--- config.mk ---
export PLATFORM = sky130hd
export DESIGN_NAME = mem_to_wb_stage_flat
export DESIGN_NICKNAME = d
export VERILOG_FILES = /design/src/rtl/cpu_pkg.sv /design/src/rtl/mem_to_wb_stage_if.sv /design/src/rtl/dmem_req_ctrl.sv /design/src/rtl/mem_to_wb_stage.sv /design/src/flat_wrapper.sv
export SDC_FILE = /design/constraint.sdc
export NUM_CORES = 1
export LEC_CHECK = 0
export BUFFER_PORTS_ARGS = -buffer_cell sky130_fd_sc_hd__buf_4
export CORE_ASPECT_RATIO = 0.8
export CORE_MARGIN = 2
export CORE_UTILIZATION = 40
export CTS_CLUSTER_DIAMETER = 150
export DETAILED_ROUTE_END_ITERATION = 16
export SYNTH_ARGS = -nofsm -noshare
export SYNTH_HDL_FRONTEND = slang
export SYNTH_SLANG_ARGS = --single-unit
export TNS_END_PERCENT = 30
--- constraint.sdc ---
create_clock -name clk -period 2.37 [get_ports clk]
set_input_delay 0 -clock clk [delete_from_list [all_inputs] [get_ports clk]]
set_output_delay 0 -clock clk [all_outputs]
set_load 0.02 [all_outputs]
--- src/rtl/cpu_pkg.sv ---
// -----------------------------------------------------------------------------
// cpu_pkg
// Shared definitions for the MEM -> WB slice of the pipeline.
//   stateT      : MEM-stage sequencer states (IDLE, WAIT, DONE)
//   DW_DEF      : default data/address width
//   RW_DEF      : default register-number width
//   TIMEOUT_DEF : default number of cycles to wait for dm_ack
//   wbBundleT   : the writeback bundle handed to the WB stage
//   makeWb()    : packs loose fields into a wbBundleT
// The bundle struct is sized by DW_DEF/RW_DEF, so a different datapath width
// is obtained by changing the package defaults rather than the module
// parameters alone.
// -----------------------------------------------------------------------------
package cpu_pkg;

  localparam int DW_DEF      = 32;
  localparam int RW_DEF      = 5;
  localparam int TIMEOUT_DEF = 16;

  typedef enum logic [1:0] {
    IDLE = 2'd0,   // waiting for the next instruction
    WAIT = 2'd1,   // memory request outstanding
    DONE = 2'd2    // read data captured, WB loads on the next enabled edge
  } stateT;

  typedef struct packed {
    logic [DW_DEF-1:0] pc;
    logic              reg_mem_sel;
    logic              reg_wr;
    logic [DW_DEF-1:0] data;
    logic [RW_DEF-1:0] reg_num;
  } wbBundleT;

  function automatic wbBundleT makeWb(
    input logic [DW_DEF-1:0] pc,
    input logic              regMemSel,
    input logic              regWr,
    input logic [DW_DEF-1:0] data,
    input logic [RW_DEF-1:0] regNum
  );
    wbBundleT b;
    b.pc          = pc;
    b.reg_mem_sel = regMemSel;
    b.reg_wr      = regWr;
    b.data        = data;
    b.reg_num     = regNum;
    return b;
  endfunction

endpackage

--- src/rtl/mem_to_wb_stage_if.sv ---
// -----------------------------------------------------------------------------
// mem_to_wb_stage_if
// Data-memory request/acknowledge bus between the MEM stage and the memory.
//   dm_req   : request, held high until dm_ack
//   dm_we    : write strobe (1 = store), qualified by dm_req
//   dm_addr  : word-aligned address, stable while dm_req is high
//   dm_wdata : store data, stable while dm_req is high
//   dm_rdata : read data, valid in the cycle dm_ack is high
//   dm_ack   : completion, one cycle
// Modports: master = MEM stage, slave = memory.
// -----------------------------------------------------------------------------
interface mem_to_wb_stage_if #(
  parameter int DW = 32
) ();

  logic          dm_req;
  logic          dm_we;
  logic [DW-1:0] dm_addr;
  logic [DW-1:0] dm_wdata;
  logic [DW-1:0] dm_rdata;
  logic          dm_ack;

  modport master (
    output dm_req,
    output dm_we,
    output dm_addr,
    output dm_wdata,
    input  dm_rdata,
    input  dm_ack
  );

  modport slave (
    input  dm_req,
    input  dm_we,
    input  dm_addr,
    input  dm_wdata,
    output dm_rdata,
    output dm_ack
  );

endinterface

--- src/rtl/dmem_req_ctrl.sv ---
// -----------------------------------------------------------------------------
// dmem_req_ctrl
// Sequencer for one data-memory access: FSM, timeout counter and the
// registered dm_* request outputs.
//   clk, rst_n  : clock, asynchronous active-low reset
//   en, flush   : pipeline advance / discard the current instruction
//   memEn       : instruction accesses memory
//   memWr       : 1 = store, 0 = load
//   memAddr     : access address (low two bits must be zero)
//   memVal      : store data
//   dm          : memory bus (master side)
//   state       : current sequencer state
//   startAcc    : combinational, an aligned access starts this cycle
//   timeoutHit  : combinational, this is the last WAIT cycle and no ack came
//   rdataCap    : read data captured on dm_ack
//   memErr      : one-cycle pulse after a misaligned access or a timeout
// -----------------------------------------------------------------------------
module dmem_req_ctrl
  import cpu_pkg::*;
#(
  parameter int DW          = DW_DEF,
  parameter int TIMEOUT_CYC = TIMEOUT_DEF
) (
  input  logic              clk,
  input  logic              rst_n,
  input  logic              en,
  input  logic              flush,
  input  logic              memEn,
  input  logic              memWr,
  input  logic [DW-1:0]     memAddr,
  input  logic [DW-1:0]     memVal,
  mem_to_wb_stage_if.master dm,
  output stateT             state,
  output logic              startAcc,
  output logic              timeoutHit,
  output logic [DW-1:0]     rdataCap,
  output logic              memErr
);

  localparam int            CW       = $clog2(TIMEOUT_CYC + 1);
  // Value the counter holds during the final allowed WAIT cycle.
  localparam logic [CW-1:0] CNT_LAST = CW'(TIMEOUT_CYC - 1);
  localparam logic [CW-1:0] CNT_SAT  = CW'(TIMEOUT_CYC);

  stateT         stateReg,  stateNext;
  logic [CW-1:0] cntReg,    cntNext;
  logic          reqReg,    reqNext;
  logic          weReg,     weNext;
  logic [DW-1:0] addrReg,   addrNext;
  logic [DW-1:0] wdataReg,  wdataNext;
  logic [DW-1:0] rdataReg,  rdataNext;
  logic          errReg,    errNext;
  logic          misaligned;

  assign misaligned = (memAddr[1:0] != 2'b00);

  always_ff @(posedge clk or negedge rst_n) begin
    if (!rst_n) begin
      stateReg <= IDLE;
      cntReg   <= '0;
      reqReg   <= 1'b0;
      weReg    <= 1'b0;
      addrReg  <= '0;
      wdataReg <= '0;
      rdataReg <= '0;
      errReg   <= 1'b0;
    end else begin
      stateReg <= stateNext;
      cntReg   <= cntNext;
      reqReg   <= reqNext;
      weReg    <= weNext;
      addrReg  <= addrNext;
      wdataReg <= wdataNext;
      rdataReg <= rdataNext;
      errReg   <= errNext;
    end
  end

  always_comb begin
    stateNext  = stateReg;
    cntNext    = cntReg;
    reqNext    = reqReg;
    weNext     = weReg;
    addrNext   = addrReg;
    wdataNext  = wdataReg;
    rdataNext  = rdataReg;
    errNext    = 1'b0;
    startAcc   = 1'b0;
    timeoutHit = 1'b0;

    case (stateReg)
      IDLE: begin
        cntNext = '0;
        // flush outranks the memory access; a late ack here is ignored.
        if (en && !flush && memEn) begin
          if (misaligned) begin
            errNext = 1'b1;
          end else begin
            startAcc  = 1'b1;
            reqNext   = 1'b1;
            weNext    = memWr;
            addrNext  = memAddr;
            wdataNext = memVal;
            stateNext = WAIT;
          end
        end
      end

      WAIT: begin
        if (cntReg != CNT_SAT) begin
          cntNext = cntReg + CW'(1);
        end
        // An ack in the last allowed cycle still wins over the timeout.
        if (dm.dm_ack) begin
          reqNext   = 1'b0;
          weNext    = 1'b0;
          rdataNext = dm.dm_rdata;
          stateNext = DONE;
        end else if (cntReg == CNT_LAST) begin
          timeoutHit = 1'b1;
          reqNext    = 1'b0;
          weNext     = 1'b0;
          errNext    = 1'b1;
          stateNext  = IDLE;
        end
      end

      DONE: begin
        if (en) begin
          stateNext = IDLE;
        end
      end

      default: begin
        stateNext = IDLE;
      end
    endcase
  end

  assign state       = stateReg;
  assign rdataCap    = rdataReg;
  assign memErr      = errReg;
  assign dm.dm_req   = reqReg;
  assign dm.dm_we    = weReg;
  assign dm.dm_addr  = addrReg;
  assign dm.dm_wdata = wdataReg;

endmodule

--- src/rtl/mem_to_wb_stage.sv ---
// -----------------------------------------------------------------------------
// mem_to_wb_stage
// MEM-stage sequencer plus MEM/WB pipeline register.
//   clk, rst_n      : clock, asynchronous active-low reset
//   en              : pipeline advance; 0 holds the WB outputs
//   flush           : discard the current instruction
//   in_*            : EX/MEM bundle (pc, data select, reg write, memory
//                     enable/direction, store data, address, ALU result,
//                     destination register)
//   stall           : hold EX/MEM and earlier stages
//   dm              : data-memory request/ack bus (master side)
//   wb_*            : registered writeback bundle for the WB stage
//   mem_err         : one-cycle pulse on a misaligned access or a timeout
// Memory accesses run through dmem_req_ctrl; this level keeps the latched
// instruction, the WB register and the stall/flush bookkeeping.
// -----------------------------------------------------------------------------
module mem_to_wb_stage
  import cpu_pkg::*;
#(
  parameter int DW          = DW_DEF,
  parameter int RW          = RW_DEF,
  parameter int TIMEOUT_CYC = TIMEOUT_DEF
) (
  input  logic              clk,
  input  logic              rst_n,
  input  logic              en,
  input  logic              flush,
  input  logic [DW-1:0]     in_pc,
  input  logic              in_reg_mem_sel,
  input  logic              in_reg_wr,
  input  logic              in_mem_en,
  input  logic              in_mem_wr,
  input  logic [DW-1:0]     in_mem_val,
  input  logic [DW-1:0]     in_mem_addr,
  input  logic [DW-1:0]     in_alu_res,
  input  logic [RW-1:0]     in_reg_num,
  output logic              stall,
  mem_to_wb_stage_if.master dm,
  output logic [DW-1:0]     wb_pc,
  output logic              wb_reg_mem_sel,
  output logic              wb_reg_wr,
  output logic [DW-1:0]     wb_data,
  output logic [RW-1:0]     wb_reg_num,
  output logic              mem_err
);

  stateT         state;
  logic          startAcc;
  logic          timeoutHit;
  logic [DW-1:0] rdataCap;

  wbBundleT      wbReg;
  wbBundleT      wbNext;
  logic          wbLoad;
  wbBundleT      latchReg;      // memory instruction, data field = ALU result
  logic          latchMemWr;
  logic          flushSticky;

  dmem_req_ctrl #(
    .DW          (DW),
    .TIMEOUT_CYC (TIMEOUT_CYC)
  ) u_ctrl (
    .clk        (clk),
    .rst_n      (rst_n),
    .en         (en),
    .flush      (flush),
    .memEn      (in_mem_en),
    .memWr      (in_mem_wr),
    .memAddr    (in_mem_addr),
    .memVal     (in_mem_val),
    .dm         (dm),
    .state      (state),
    .startAcc   (startAcc),
    .timeoutHit (timeoutHit),
    .rdataCap   (rdataCap),
    .memErr     (mem_err)
  );

  // WB register next value. In IDLE the WB register follows the EX/MEM
  // inputs unless an aligned access is starting; any memory op that does
  // not start (flushed or misaligned) becomes a bubble.
  always_comb begin
    wbLoad = 1'b0;
    wbNext = wbReg;
    case (state)
      IDLE: begin
        if (en && !startAcc) begin
          wbLoad = 1'b1;
          wbNext = makeWb(in_pc, in_reg_mem_sel,
                          in_reg_wr & ~flush & ~in_mem_en,
                          in_alu_res, in_reg_num);
        end
      end
      WAIT: begin
        // An aborted access retires as a bubble even when en is low, so the
        // WB stage never sees a half-finished instruction.
        if (timeoutHit) begin
          wbLoad        = 1'b1;
          wbNext        = latchReg;
          wbNext.reg_wr = 1'b0;
        end
      end
      DONE: begin
        if (en) begin
          wbLoad = 1'b1;
          wbNext = latchReg;
          if (latchReg.reg_mem_sel) begin
            wbNext.data = rdataCap;
          end
          wbNext.reg_wr = latchReg.reg_wr & ~latchMemWr & ~(flushSticky | flush);
        end
      end
      default: begin
        wbLoad = 1'b0;
      end
    endcase
  end

  always_ff @(posedge clk or negedge rst_n) begin
    if (!rst_n) begin
      wbReg       <= '0;
      latchReg    <= '0;
      latchMemWr  <= 1'b0;
      flushSticky <= 1'b0;
    end else begin
      if (startAcc) begin
        latchReg   <= makeWb(in_pc, in_reg_mem_sel, in_reg_wr,
                             in_alu_res, in_reg_num);
        latchMemWr <= in_mem_wr;
      end
      if (wbLoad) begin
        wbReg <= wbNext;
      end
      // A flush during an access cannot cancel the bus transfer; remember it
      // so the result is dropped at retirement. Cleared whenever the
      // sequencer returns to IDLE.
      if ((state == WAIT && timeoutHit) || (state == DONE && en)) begin
        flushSticky <= 1'b0;
      end else if (state != IDLE && flush) begin
        flushSticky <= 1'b1;
      end
    end
  end

  // Stall covers the start cycle, the whole wait, and a DONE held by en=0.
  // After a timeout the aborted instruction is still presented in the next
  // IDLE cycle alongside mem_err, so the upstream squashes it with flush.
  assign stall = rst_n & (startAcc | (state == WAIT) | ((state == DONE) & ~en));

  assign wb_pc          = wbReg.pc;
  assign wb_reg_mem_sel = wbReg.reg_mem_sel;
  assign wb_reg_wr      = wbReg.reg_wr;
  assign wb_data        = wbReg.data;
  assign wb_reg_num     = wbReg.reg_num;

endmodule

--- src/flat_wrapper.sv ---
// flat-port wrapper written by rule: the top's interface ports become plain ports
module mem_to_wb_stage_flat import cpu_pkg::*;
#(
  parameter int DW          = DW_DEF,
  parameter int RW          = RW_DEF,
  parameter int TIMEOUT_CYC = TIMEOUT_DEF
)
  (clk, rst_n, en, flush, in_pc, in_reg_mem_sel, in_reg_wr, in_mem_en, in_mem_wr, in_mem_val, in_mem_addr, in_alu_res, in_reg_num, stall, wb_pc, wb_reg_mem_sel, wb_reg_wr, wb_data, wb_reg_num, mem_err, dm_dm_req, dm_dm_we, dm_dm_addr, dm_dm_wdata, dm_dm_rdata, dm_dm_ack);
  mem_to_wb_stage_if #(.DW(DW)) dm_i ();
  input  logic clk;
  input  logic rst_n;
  input  logic en;
  input  logic flush;
  input  logic [DW-1:0] in_pc;
  input  logic in_reg_mem_sel;
  input  logic in_reg_wr;
  input  logic in_mem_en;
  input  logic in_mem_wr;
  input  logic [DW-1:0] in_mem_val;
  input  logic [DW-1:0] in_mem_addr;
  input  logic [DW-1:0] in_alu_res;
  input  logic [RW-1:0] in_reg_num;
  output logic stall;
  output logic [DW-1:0] wb_pc;
  output logic wb_reg_mem_sel;
  output logic wb_reg_wr;
  output logic [DW-1:0] wb_data;
  output logic [RW-1:0] wb_reg_num;
  output logic mem_err;
  output wire logic [$bits(dm_i.dm_req)-1:0] dm_dm_req;
  output wire logic [$bits(dm_i.dm_we)-1:0] dm_dm_we;
  output wire logic [$bits(dm_i.dm_addr)-1:0] dm_dm_addr;
  output wire logic [$bits(dm_i.dm_wdata)-1:0] dm_dm_wdata;
  input wire logic [$bits(dm_i.dm_rdata)-1:0] dm_dm_rdata;
  input wire logic [$bits(dm_i.dm_ack)-1:0] dm_dm_ack;
  assign dm_dm_req = dm_i.dm_req;
  assign dm_dm_we = dm_i.dm_we;
  assign dm_dm_addr = dm_i.dm_addr;
  assign dm_dm_wdata = dm_i.dm_wdata;
  assign dm_i.dm_rdata = dm_dm_rdata;
  assign dm_i.dm_ack = dm_dm_ack;
  mem_to_wb_stage #(.DW(DW), .RW(RW), .TIMEOUT_CYC(TIMEOUT_CYC)) u_core (.clk(clk), .rst_n(rst_n), .en(en), .flush(flush), .in_pc(in_pc), .in_reg_mem_sel(in_reg_mem_sel), .in_reg_wr(in_reg_wr), .in_mem_en(in_mem_en), .in_mem_wr(in_mem_wr), .in_mem_val(in_mem_val), .in_mem_addr(in_mem_addr), .in_alu_res(in_alu_res), .in_reg_num(in_reg_num), .stall(stall), .dm(dm_i), .wb_pc(wb_pc), .wb_reg_mem_sel(wb_reg_mem_sel), .wb_reg_wr(wb_reg_wr), .wb_data(wb_data), .wb_reg_num(wb_reg_num), .mem_err(mem_err));
endmodule
==> impl_metrics.tcl, run 1 <==
set metrics [dict create \
    status "complete, no violations" \
    ys_ff_latch 250 \
    grt_setup_unrepaired "no" \
    clk_latency_ps 530 \
    grt_pass1_wl_mm 47.53 \
    max_slew_margin_pct 54.47 \
    setup_violations 0 \
    maxCapViolations 0 \
    drt-initial-drc-count 421 \
    ioPinCount 313 \
    fp.dieW_um 189.5 \
    ys_warn_count 0 \
    fin_ws_ps 239.1 \
    max_freq_mhz 469.3 \
    pre_cts_ws_ps 196.8 \
    worst_ep_required_time_ps 2780 \
    ys_types 33 \
    cts_tree "done" \
    hp-class "primary input to async pin" \
    synth_top_cell_area_share_pct 56.81 \
    yosys.area.top_type "dfrtp_1" \
    yosys-top-cells-area "dfrtp_1, mux2_2, mux2_4, o21ai_0, nand2_1" \
    endpoint_kind "flip-flop" \
    ir_worst_vdd_v 0.0007453 \
    dpl_cell_area_mm2 0.01377 \
    synthTopCellsByCount "dfrtp_1, o21ai_0, nand2_1, mux2_2, mux2_4" \
    vias 8393 \
    die_area_mm2 0.02888 \
    synthCells 898 \
    leakagePower_nw 8.046 \
    firstDrtPassIters 5 \
    worst_pin_slew_ps 679.8 \
    ys.flop_type "dfrtp_1" \
    placedCellCount 1536 \
    die_h_um 152.4 \
    final_cell_area_mm2 0.01638 \
    seq_area_frac_synth_pct 56.81 \
    synth-edff-count 0 \
    grtUsageTotal_pct 20.37 \
    setup.worst_path.class "flip-flop to flip-flop" \
    drive_gt1_share_pct 40.03 \
    area_growth_pct 48.78 \
    grt_overflow 0 \
    antenna_found_initial 2 \
    htreeDepth 1 \
    gp_congestion 0.7331 \
    slew_viol_final 0 \
    critical_path.startpoint_type "flip-flop" \
    clockBufferDepth 3 \
    initial_core_util_pct 40.54 \
    pwr_density_cell_mw_per_mm2 1350 \
    antenna_left 0 \
    synth_most_common_cell "dfrtp_1" \
    final-hold-violation-count 0 \
    cts_setup_buffers 0 \
    synth_area_mm2 0.01101 \
    path_clk_slew_ps 60 \
    row_count 54 \
    final_cells 1755 \
    syn_avg_cell_area_um2 12.26 \
    ys_async_sr_fraction_pct 100.0 \
    cp.arrival_ps 2550 \
    dp_hpwl_mm 18.47 \
    coreArea_mm2 0.02716 \
    drt-vias-per-instance 4.782 \
    period_share_pct 89.91 \
    num-nets-final 1556 \
    skew_ps 7.790 \
    wl_per_cell_um 16.67 \
    tns_ps 0 \
    portBuffers 312 \
    cp_max_fo 23 \
    drc 0 \
    wl_mm 29.25 \
    cts_root_buf "clkbuf_16" \
    grt_max_degree 71 \
    cts_buffers 28 \
    min_period_ps 2131 \
    syn_nets 1079 \
    grt_pass1_vias 8673 \
    cts.sinks 250 \
]
## flip-flops by register name, summed over array words and instances (netlist names)
register and flops:
u_core.wb_reg_mem_sel 1, u_core.flushSticky 1, u_core.wb_reg_wr 1, u_core.u_ctrl.dm.dm_we 1
u_core.u_ctrl.state 2, u_core.u_ctrl.dm.dm_req 1, u_core.u_ctrl.dm.dm_wdata 32, u_core.u_ctrl.cntReg 5
u_core.wb_reg_num 5, u_core.u_ctrl.rdataCap 32, u_core.latchMemWr 1, u_core.u_ctrl.dm.dm_addr 32
u_core.wb_pc 32, u_core.u_ctrl.memErr 1, u_core.latchReg 71, u_core.wb_data 32
## final cells by class
type / instances / area, um^2
Inverter: 47 / 176.4
Clock inverter: 1 / 5.005
Timing Repair Buffer: 505 / 4385
Antenna cell: 2 / 5.005
Fill cell: 2196 / 10780
Clock buffer: 43 / 858.3
Sequential cell: 250 / 6256
Multi-Input combinational cell: 543 / 4242
Tap cell: 364 / 455.4
## placed cells by master (no fill, tap or decap), types with 2 or more instances in the layout
cell type / Yosys / final
nand3_1: 5 / 5
mux2_1: 20 / 20
nand2_1: 111 / 111
ha_1: 7 / 5
clkbuf_16: 0 / 29
dlygate4sd3_1: 0 / 173
buf_12: 0 / 12
dfrtp_1: 250 / 250
nand2b_1: 3 / 3
mux2i_1: 2 / 2
mux2_4: 70 / 70
buf_4: 1 / 318
nand4_1: 2 / 2
a31oi_1: 33 / 33
nor2_1: 39 / 39
diode_2: 0 / 2
a21oi_1: 4 / 3
o21ai_0: 118 / 118
inv_1: 47 / 47
clkbuf_8: 0 / 8
nor2b_1: 3 / 2
nand3_4: 2 / 2
mux2_2: 110 / 110
and2_1: 3 / 3
clkbuf_1: 25 / 6
o21a_1: 2 / 2
## cell families (layout without fill, tap and decap cells)
| kind of cell | after synthesis | after routing | share of synthesized area [%] |
|---|---|---|---|
| DFF | 250 | 250 | 56.81 |
| adders and majority gates | 7 | 7 | 0.7953 |
| other | 0 | 2 | 0 |
| muxes | 202 | 202 | 23.02 |
| AOI/OAI and AO/OA | 161 | 161 | 7.863 |
| and+or+nand+nor | 173 | 173 | 6.647 |
| buffers and inverters | 105 | 596 | 4.863 |
## power by group
group | switching [W] | internal [W] | leakage (nW) | total [W]
registers | 0.00115 | 0.00634 | 3.17 | 0.00749
clock network | 0.00165 | 0.00245 | 0.426 | 0.00409
logic | 0.00510 | 0.00543 | 4.45 | 0.0105
## metrics by stage
stage	utilization (%)	hold slack, ps	total power, W
after floorplan	-	-295.6	0.01425
after global placement	50.71	-12.98	0.01764
after detailed placement	50.71	-19.91	0.01788
after CTS	60.26	15.58	0.02230
after global routing	60.32	41.99	0.02359
final	60.32	15.12	0.02211
## critical path, stage by stage (launching register included)
cell and delay [ps]:
dfrtp_1 410, ha_1 210, and3_1 180, ha_1 220, nand2b_1 90, a21oi_2 190, nand3_4 170, buf_12 230
mux2_4 310
## metal layers
layer	track usage, %	part of all wire, %	vias up
li1	-	-	4021
met1	29.02	46	4070
met2	32.04	45	270
met3	4.998	7.2	32
met4	3.691	1.7	0
met5	0	0	-
## path summary, 6_finish.rpt
check                                   startpoint                        end  slack, ps  cells after the start
max in group asynchronous                    rst_n  u_core.u_ctrl.rdataCap[3]       1570                      3
max reg2reg                u_core.u_ctrl.cntReg[0]           u_core.wb_pc[16]        240                      8
min in group clk                    in_mem_addr[1]     u_core.u_ctrl.dm.dm_we         50                      5
min reg2reg                    u_core.latchReg[43]        u_core.latchReg[43]        480                      2
max                        u_core.u_ctrl.cntReg[0]           u_core.wb_pc[16]        240                      8
min                                          rst_n            u_core.wb_pc[0]         20                      2
## repair_timing
action,CTS,global route
hold buffers,173,0
endpoints found under the setup margin,0,42
endpoints found under the hold margin,490,0
resized for setup,0,3
Note: power is estimated with default switching activity, not from simulation.
==> run 2, diff against run 1 <==
--- a/config.mk
+++ b/config.mk
@@ -13,5 +13,6 @@
 export DETAILED_ROUTE_END_ITERATION = 16
 export SYNTH_ARGS = -nofsm -noshare
 export SYNTH_HDL_FRONTEND = slang
+export SYNTH_HIERARCHICAL = 1
 export SYNTH_SLANG_ARGS = --single-unit
 export TNS_END_PERCENT = 30
==> run 2 against run 1 <==
Net effect: maximum frequency is 6.8% lower; worst hold slack better by 19 ps; cell count is 1.3% lower; non-clock buffer count is 10 higher; total power is 32% lower; global-route usage is 0.34 points lower; register-to-register slack worse by 160 ps; die area is 3.6% higher; area after synthesis is 3.7% higher; via count hardly changed; synthesized cell count is 5.2% lower; highest routed layer unchanged.
==> impl_metrics.tcl, run 2 <==
set metrics [dict create \
    tns_ps 0 \
    p_seq_share_pct 40.6 \
    grt_overflow 0 \
    drt-initial-drc-count 391 \
    cp_max_fo 13 \
    antenna_left 0 \
    comb_power_share_pct 30.0 \
    grt_max_degree 74 \
    max_slew_margin_pct 37.14 \
    coreArea_mm2 0.02821 \
    top_register "u_core/latchReg" \
    gp_congestion 0.7820 \
    hp-class "primary input to async pin" \
    synthTopCellsByCount "dfrtp_1, mux2_2, mux2_4, inv_1, nand2_1" \
    endpoint_kind "flip-flop" \
    worst_pin_slew_ps 942.9 \
    synth_most_common_cell "dfrtp_1" \
    drt-vias-per-instance 4.846 \
    clkPwrFrac_pct 29.4 \
    p_sw_share_pct 29.49 \
    setup.worst_path.class "flip-flop to flip-flop" \
    ir_worst_vdd_v 0.0007465 \
    die_h_um 155.1 \
    period_share_pct 96.47 \
    firstDrtPassIters 5 \
    slowest_stage "dfrtp_1" \
    cts.sinks 250 \
    min_period_ps 2286 \
    final_cell_mix "buf_4, dfrtp_1, dlygate4sd3_1" \
    pwr_density_cell_mw_per_mm2 876.2 \
    layout_commonest_cell "buf_4" \
    maxCapViolations 0 \
    synth_top_cell_area_share_pct 54.78 \
    wl_per_cell_um 17.94 \
    status "complete, no violations" \
    ioPinCount 313 \
    drc 0 \
    synth-edff-count 0 \
    ys_async_sr_fraction_pct 100.0 \
    path_clk_slew_ps 60 \
    switching_power_w 0.004401 \
    seq_area_frac_synth_pct 54.78 \
    row_count 55 \
    yosys.area.top_type "dfrtp_1" \
    grt_pass1_vias 8843 \
    die_area_mm2 0.02993 \
    syn_nets 1033 \
    worst_ep_required_time_ps 2780 \
    cts_root_buf "clkbuf_16" \
    hold_slack_ps 34.16 \
    clockBufferDepth 3 \
    dp_hpwl_mm 18.97 \
    area_growth_pct 49.17 \
    seq_area_mm2 0.006257 \
    grt_setup_unrepaired "yes" \
    path_buf_inv 1 \
    drive_gt1_share_pct 46.73 \
    grt_pass1_wl_mm 47.55 \
    grtUsageTotal_pct 20.04 \
    n_fill_cell 2268 \
    skew_ps 20.69 \
    fp.dieW_um 192.9 \
    num-nets-final 1525 \
    yosys-top-cells-area "dfrtp_1, mux2_2, mux2_4, mux2i_1, inv_1" \
    clk_latency_ps 540 \
    cts_buffers 27 \
    ys_types 41 \
    synth_area_mm2 0.01142 \
    antenna_found_initial 1 \
    internal-power_w 0.01053 \
    portBuffers 312 \
    vias 8394 \
    syn_avg_cell_area_um2 13.42 \
    max_freq_mhz 437.4 \
    wl_mm 31.07 \
    htreeDepth 1 \
    critical_path.startpoint_type "flip-flop" \
    initial_core_util_pct 40.48 \
    slowest_delay_ps 360 \
    cp_top_family "simple AND/OR/NAND/NOR gates" \
    final-hold-violation-count 0 \
    ys_ff_latch 250 \
    leakagePower_nw 8.251 \
    ys.flop_type "dfrtp_1" \
    synthCells 851 \
    cp.arrival_ps 2700 \
    ys_warn_count 6 \
    cts_tree "done" \
    slew_viol_final 0 \
    final_cell_area_mm2 0.01704 \
    path_cells "ha_2 -> and3_1 -> ha_1 -> nor3b_4 -> a211oi_2 -> a21oi_2 -> nand3_4 -> clkbuf_16 -> mux2_4" \
    dpl_cell_area_mm2 0.01429 \
    largest_reg_flops 71 \
    multi_input_area_mm2 0.004588 \
    setup_violations 0 \
]
-- run 2: cell count changes in the layout (fill, tap and decap cells not counted), moves of 32 or more --
cell     previous run  this run
nor2_1             39         3
a31oi_1            33         0
mux2_2            110       153
nand2_1           111        44
nand3_1             5        37
o21ai_0           118        44
-- run 2: routing by layer --
metal	vias to the layer above	share of wire [%]	track usage (%)
li1	3957	-	-
met4	0	2.0	4.401
met2	234	46	32.38
met5	-	0	0
met3	40	6.9	5.076
met1	4163	45	27.25
-- run 2: layout make-up --
| class | instances | share of cell area, % |
|---|---|---|
| inverters | 79 | 1.748 |
| clock inverters | 9 | 0.7638 |
| multi-input cells | 470 | 26.93 |
| clock buffers | 38 | 4.678 |
| diodes | 1 | 0.01469 |
| repair buffers | 515 | 26.42 |
| flip-flops and latches | 250 | 36.73 |
| well taps | 370 | 2.717 |
-- run 2: final timing paths --
path | end | depth (start not counted) | from | slack (ps)
setup reg to reg | u_core/wb_data[27] | 9 | u_core/u_ctrl/cntReg[0] | 80
setup / recovery | u_core/wb_data[27] | 9 | u_core/u_ctrl/cntReg[0] | 80
min in group clk | u_core/u_ctrl/dm.dm_wdata[27] | 3 | in_mem_val[27] | 230
max in group asynchronous | u_core/latchReg[17] | 3 | rst_n | 1490
hold reg to reg | u_core/u_ctrl/dm.dm_addr[0] | 1 | u_core/u_ctrl/dm.dm_addr[0] | 500
hold / removal | u_core/u_ctrl/rdataCap[25] | 2 | rst_n | 30
-- run 2: power groups by stage --
stage | Clock (W) | Combinational [W] | Sequential (W)
after floorplan | 0 | 0.00180 | 0.00670
after global placement | 0 | 0.00416 | 0.00608
after detailed placement | 0 | 0.00424 | 0.00609
after CTS | 0.00454 | 0.00447 | 0.00605
after global routing | 0.00470 | 0.00477 | 0.00620
final | 0.00439 | 0.00447 | 0.00606
-- run 2: kinds of logic (layout without fill, tap and decap cells) --
family                     Yosys count  count (layout)  synth area share (%)
other                                0               1                     0
adders and majority gates            8               8                0.8765
DFF                                250             250                 54.78
buffers and inverters              131             641                 5.456
AOI/OAI and AO/OA                   91              91                 5.445
muxes                              270             270                 28.99
and+or+nand+nor                    101             101                 4.459
-- run 2: per-stage QoR --
stage / power [W] / worst slack [ps] / std cells / utilization, %
after floorplan: 0.008504 / 149.6 / 851 / -
after global placement: 0.01024 / 11.27 / 1508 / 50.64
after detailed placement: 0.01033 / -31.01 / 1508 / 50.64
after CTS: 0.01506 / 10.22 / 1727 / 60.10
after global routing: 0.01566 / -36.67 / 1732 / 60.38
final: 0.01493 / 83.73 / 1732 / 60.38
-- run 2: worst reg2reg max path, cell delays in order (launching register included) --
cell	delay, ps
dfrtp_1	360
ha_2	190
and3_1	150
ha_1	160
nor3b_4	230
a211oi_2	100
a21oi_2	160
nand3_4	220
clkbuf_16	280
mux2_4	310
-- run 2: repair_timing --
action,in CTS,in global routing
setup endpoints to repair,69,53
resized for setup,3,3
setup buffers,0,2
hold buffers,172,0
pin swaps,0,1
endpoints found under the hold margin,471,0
cloned,0,2
==> run 3, diff against run 2 <==
--- a/config.mk
+++ b/config.mk
@@ -11,6 +11,7 @@
 export CORE_UTILIZATION = 40
 export CTS_CLUSTER_DIAMETER = 150
 export DETAILED_ROUTE_END_ITERATION = 16
+export RECOVER_POWER = 50
 export SYNTH_ARGS = -nofsm -noshare
 export SYNTH_HDL_FRONTEND = slang
 export SYNTH_HIERARCHICAL = 1
==> run 3 against run 2 <==
Net effect: final area is 1.6% lower; routed wire length about the same; largest power group unchanged; maximum frequency rose by 0.18%; critical path type unchanged; first-iteration DRC count fell by 0.77%; worst hold slack got worse by 24 ps; non-clock buffer count is the same; die area unchanged; critical endpoint unchanged; via count up 0.35%; critical path depth unchanged; clock power barely moved; utilization is 0.95 points lower.
==> impl_metrics.tcl, run 3 (synthesized netlist as in run 2, its figures left out) <==
set metrics [dict create \
    status "complete, no violations" \
    leakagePower_nw 8.011 \
    final-hold-violation-count 0 \
    antenna_found_initial 1 \
    slew_viol_final 0 \
    die_area_mm2 0.02993 \
    regToRegSetupSlack_ps 90 \
    path_clk_slew_ps 60 \
    die_h_um 155.1 \
    dpl_cell_area_mm2 0.01429 \
    firstDrtPassIters 4 \
    htreeDepth 1 \
    period_share_pct 96.29 \
    reg2reg_from "u_core/u_ctrl/cntReg[0]" \
    cp_max_fo 13 \
    top_register "u_core/latchReg" \
    max_slew_margin_pct 2.097 \
    grt_max_degree 74 \
    worst_ep_required_time_ps 2780 \
    drc 0 \
    wl_mm 31.08 \
    clk_latency_ps 540 \
    row_count 55 \
    setup_violations 0 \
    drt-vias-per-instance 4.863 \
    dp_hpwl_mm 18.97 \
    initial_core_util_pct 40.48 \
    endpoint_kind "flip-flop" \
    portBuffers 312 \
    r2r-end "u_core/wb_data[27]" \
    final_cell_area_mm2 0.01677 \
    coreArea_mm2 0.02821 \
    skew_ps 18.78 \
    vias 8423 \
    drive_gt1_share_pct 42.32 \
    grtUsageTotal_pct 20.04 \
    fin_ws_ps 87.83 \
    ir_worst_vdd_v 0.0007459 \
    cts_buffers 27 \
    setup.worst_path.class "flip-flop to flip-flop" \
    cp.arrival_ps 2690 \
    worst_pin_slew_ps 1469 \
    cts.sinks 250 \
    startpoint "u_core/u_ctrl/cntReg[0]" \
    maxCapViolations 0 \
    worstRegToRegCells 9 \
    fp.dieW_um 192.9 \
    num-nets-final 1525 \
    final_cell_mix "buf_4, dfrtp_1, dlygate4sd3_1" \
    area_growth_pct 46.82 \
    cts_tree "done" \
    drt-initial-drc-count 388 \
    layout_commonest_cell "buf_4" \
    grt_pass1_vias 8843 \
    max_freq_mhz 438.2 \
    wl_per_cell_um 17.94 \
    grt_setup_unrepaired "yes" \
    clockBufferDepth 3 \
    grt_overflow 0 \
    critical_path.startpoint_type "flip-flop" \
    grt_pass1_wl_mm 47.55 \
    n_fill_cell 2331 \
    pre_cts_ws_ps -31.01 \
    gp_congestion 0.7820 \
    antenna_left 0 \
    ioPinCount 313 \
    hp-class "primary input to async pin" \
    cts_root_buf "clkbuf_16" \
    hold_slack_ps 10.12 \
    pwr_density_cell_mw_per_mm2 876.9 \
    min_period_ps 2282 \
    largest_reg_flops 71 \
]
-- run 3: repair_timing --
| action | in CTS | in global routing |
|---|---|---|
| setup endpoints to repair | 69 | 53 |
| gates cloned | 0 | 2 |
| buffers inserted | 0 | 2 |
| hold buffers | 172 | 0 |
| hold endpoints to repair | 471 | 0 |
| gates resized for setup | 3 | 3 |
| pin swaps | 0 | 1 |
-- run 3: worst max-delay path by stage --
stage / endpoint / slack [ps] / depth (start not counted)
after floorplan: u_core/wb_data[0] / 150 / 9
after global placement: u_core/wb_data[16] / 10 / 9
after detailed placement: u_core/wb_data[14] / -30 / 9
after CTS: u_core/wb_data[11] / 10 / 9
after global routing: u_core/wb_data[21] / -40 / 9
final: u_core/wb_data[27] / 90 / 9
-- run 3: cell type report --
type	count	area [um^2]	area share, %
clock inverter	9	130.1	0.7760
antenna	1	2.502	0.01492
sequential	250	6257	37.32
multi-input combinational	470	4588	27.36
inverter	79	297.8	1.776
clock buffer	38	797.0	4.753
tap	370	462.9	2.761
timing repair buffer	515	4233	25.24
-- run 3: worst max-delay path, cell delays in order, from the launching register on --
cell,delay [ps]
dfrtp_1,360
ha_2,190
and3_1,150
ha_1,160
nor3b_4,230
a211oi_2,100
a21oi_2,160
nand3_4,220
clkbuf_16,270
mux2_4,300
-- run 3: per-layer routing --
layer,routed length [um],track usage (%)
met5,0,0
met4,650,4.401
met3,2126,5.076
met2,14360,32.38
met1,13940,27.25
-- run 3: power breakdown --
part           switching, W  internal [W]
clock network       0.00174       0.00266
logic               0.00199       0.00226
registers          0.000662       0.00539
total               0.00440        0.0103
-- run 3: per-stage QoR --
step | util [%] | instances | TNS, ps | total power, W
floorplan | - | 851 | 0 | 0.008504
global placement | 50.64 | 1508 | 0 | 0.01024
detailed placement | 50.64 | 1508 | -671.4 | 0.01033
CTS | 60.10 | 1727 | 0 | 0.01506
global route | 59.43 | 1732 | -694.3 | 0.01543
finish | 59.43 | 1732 | 0 | 0.01470
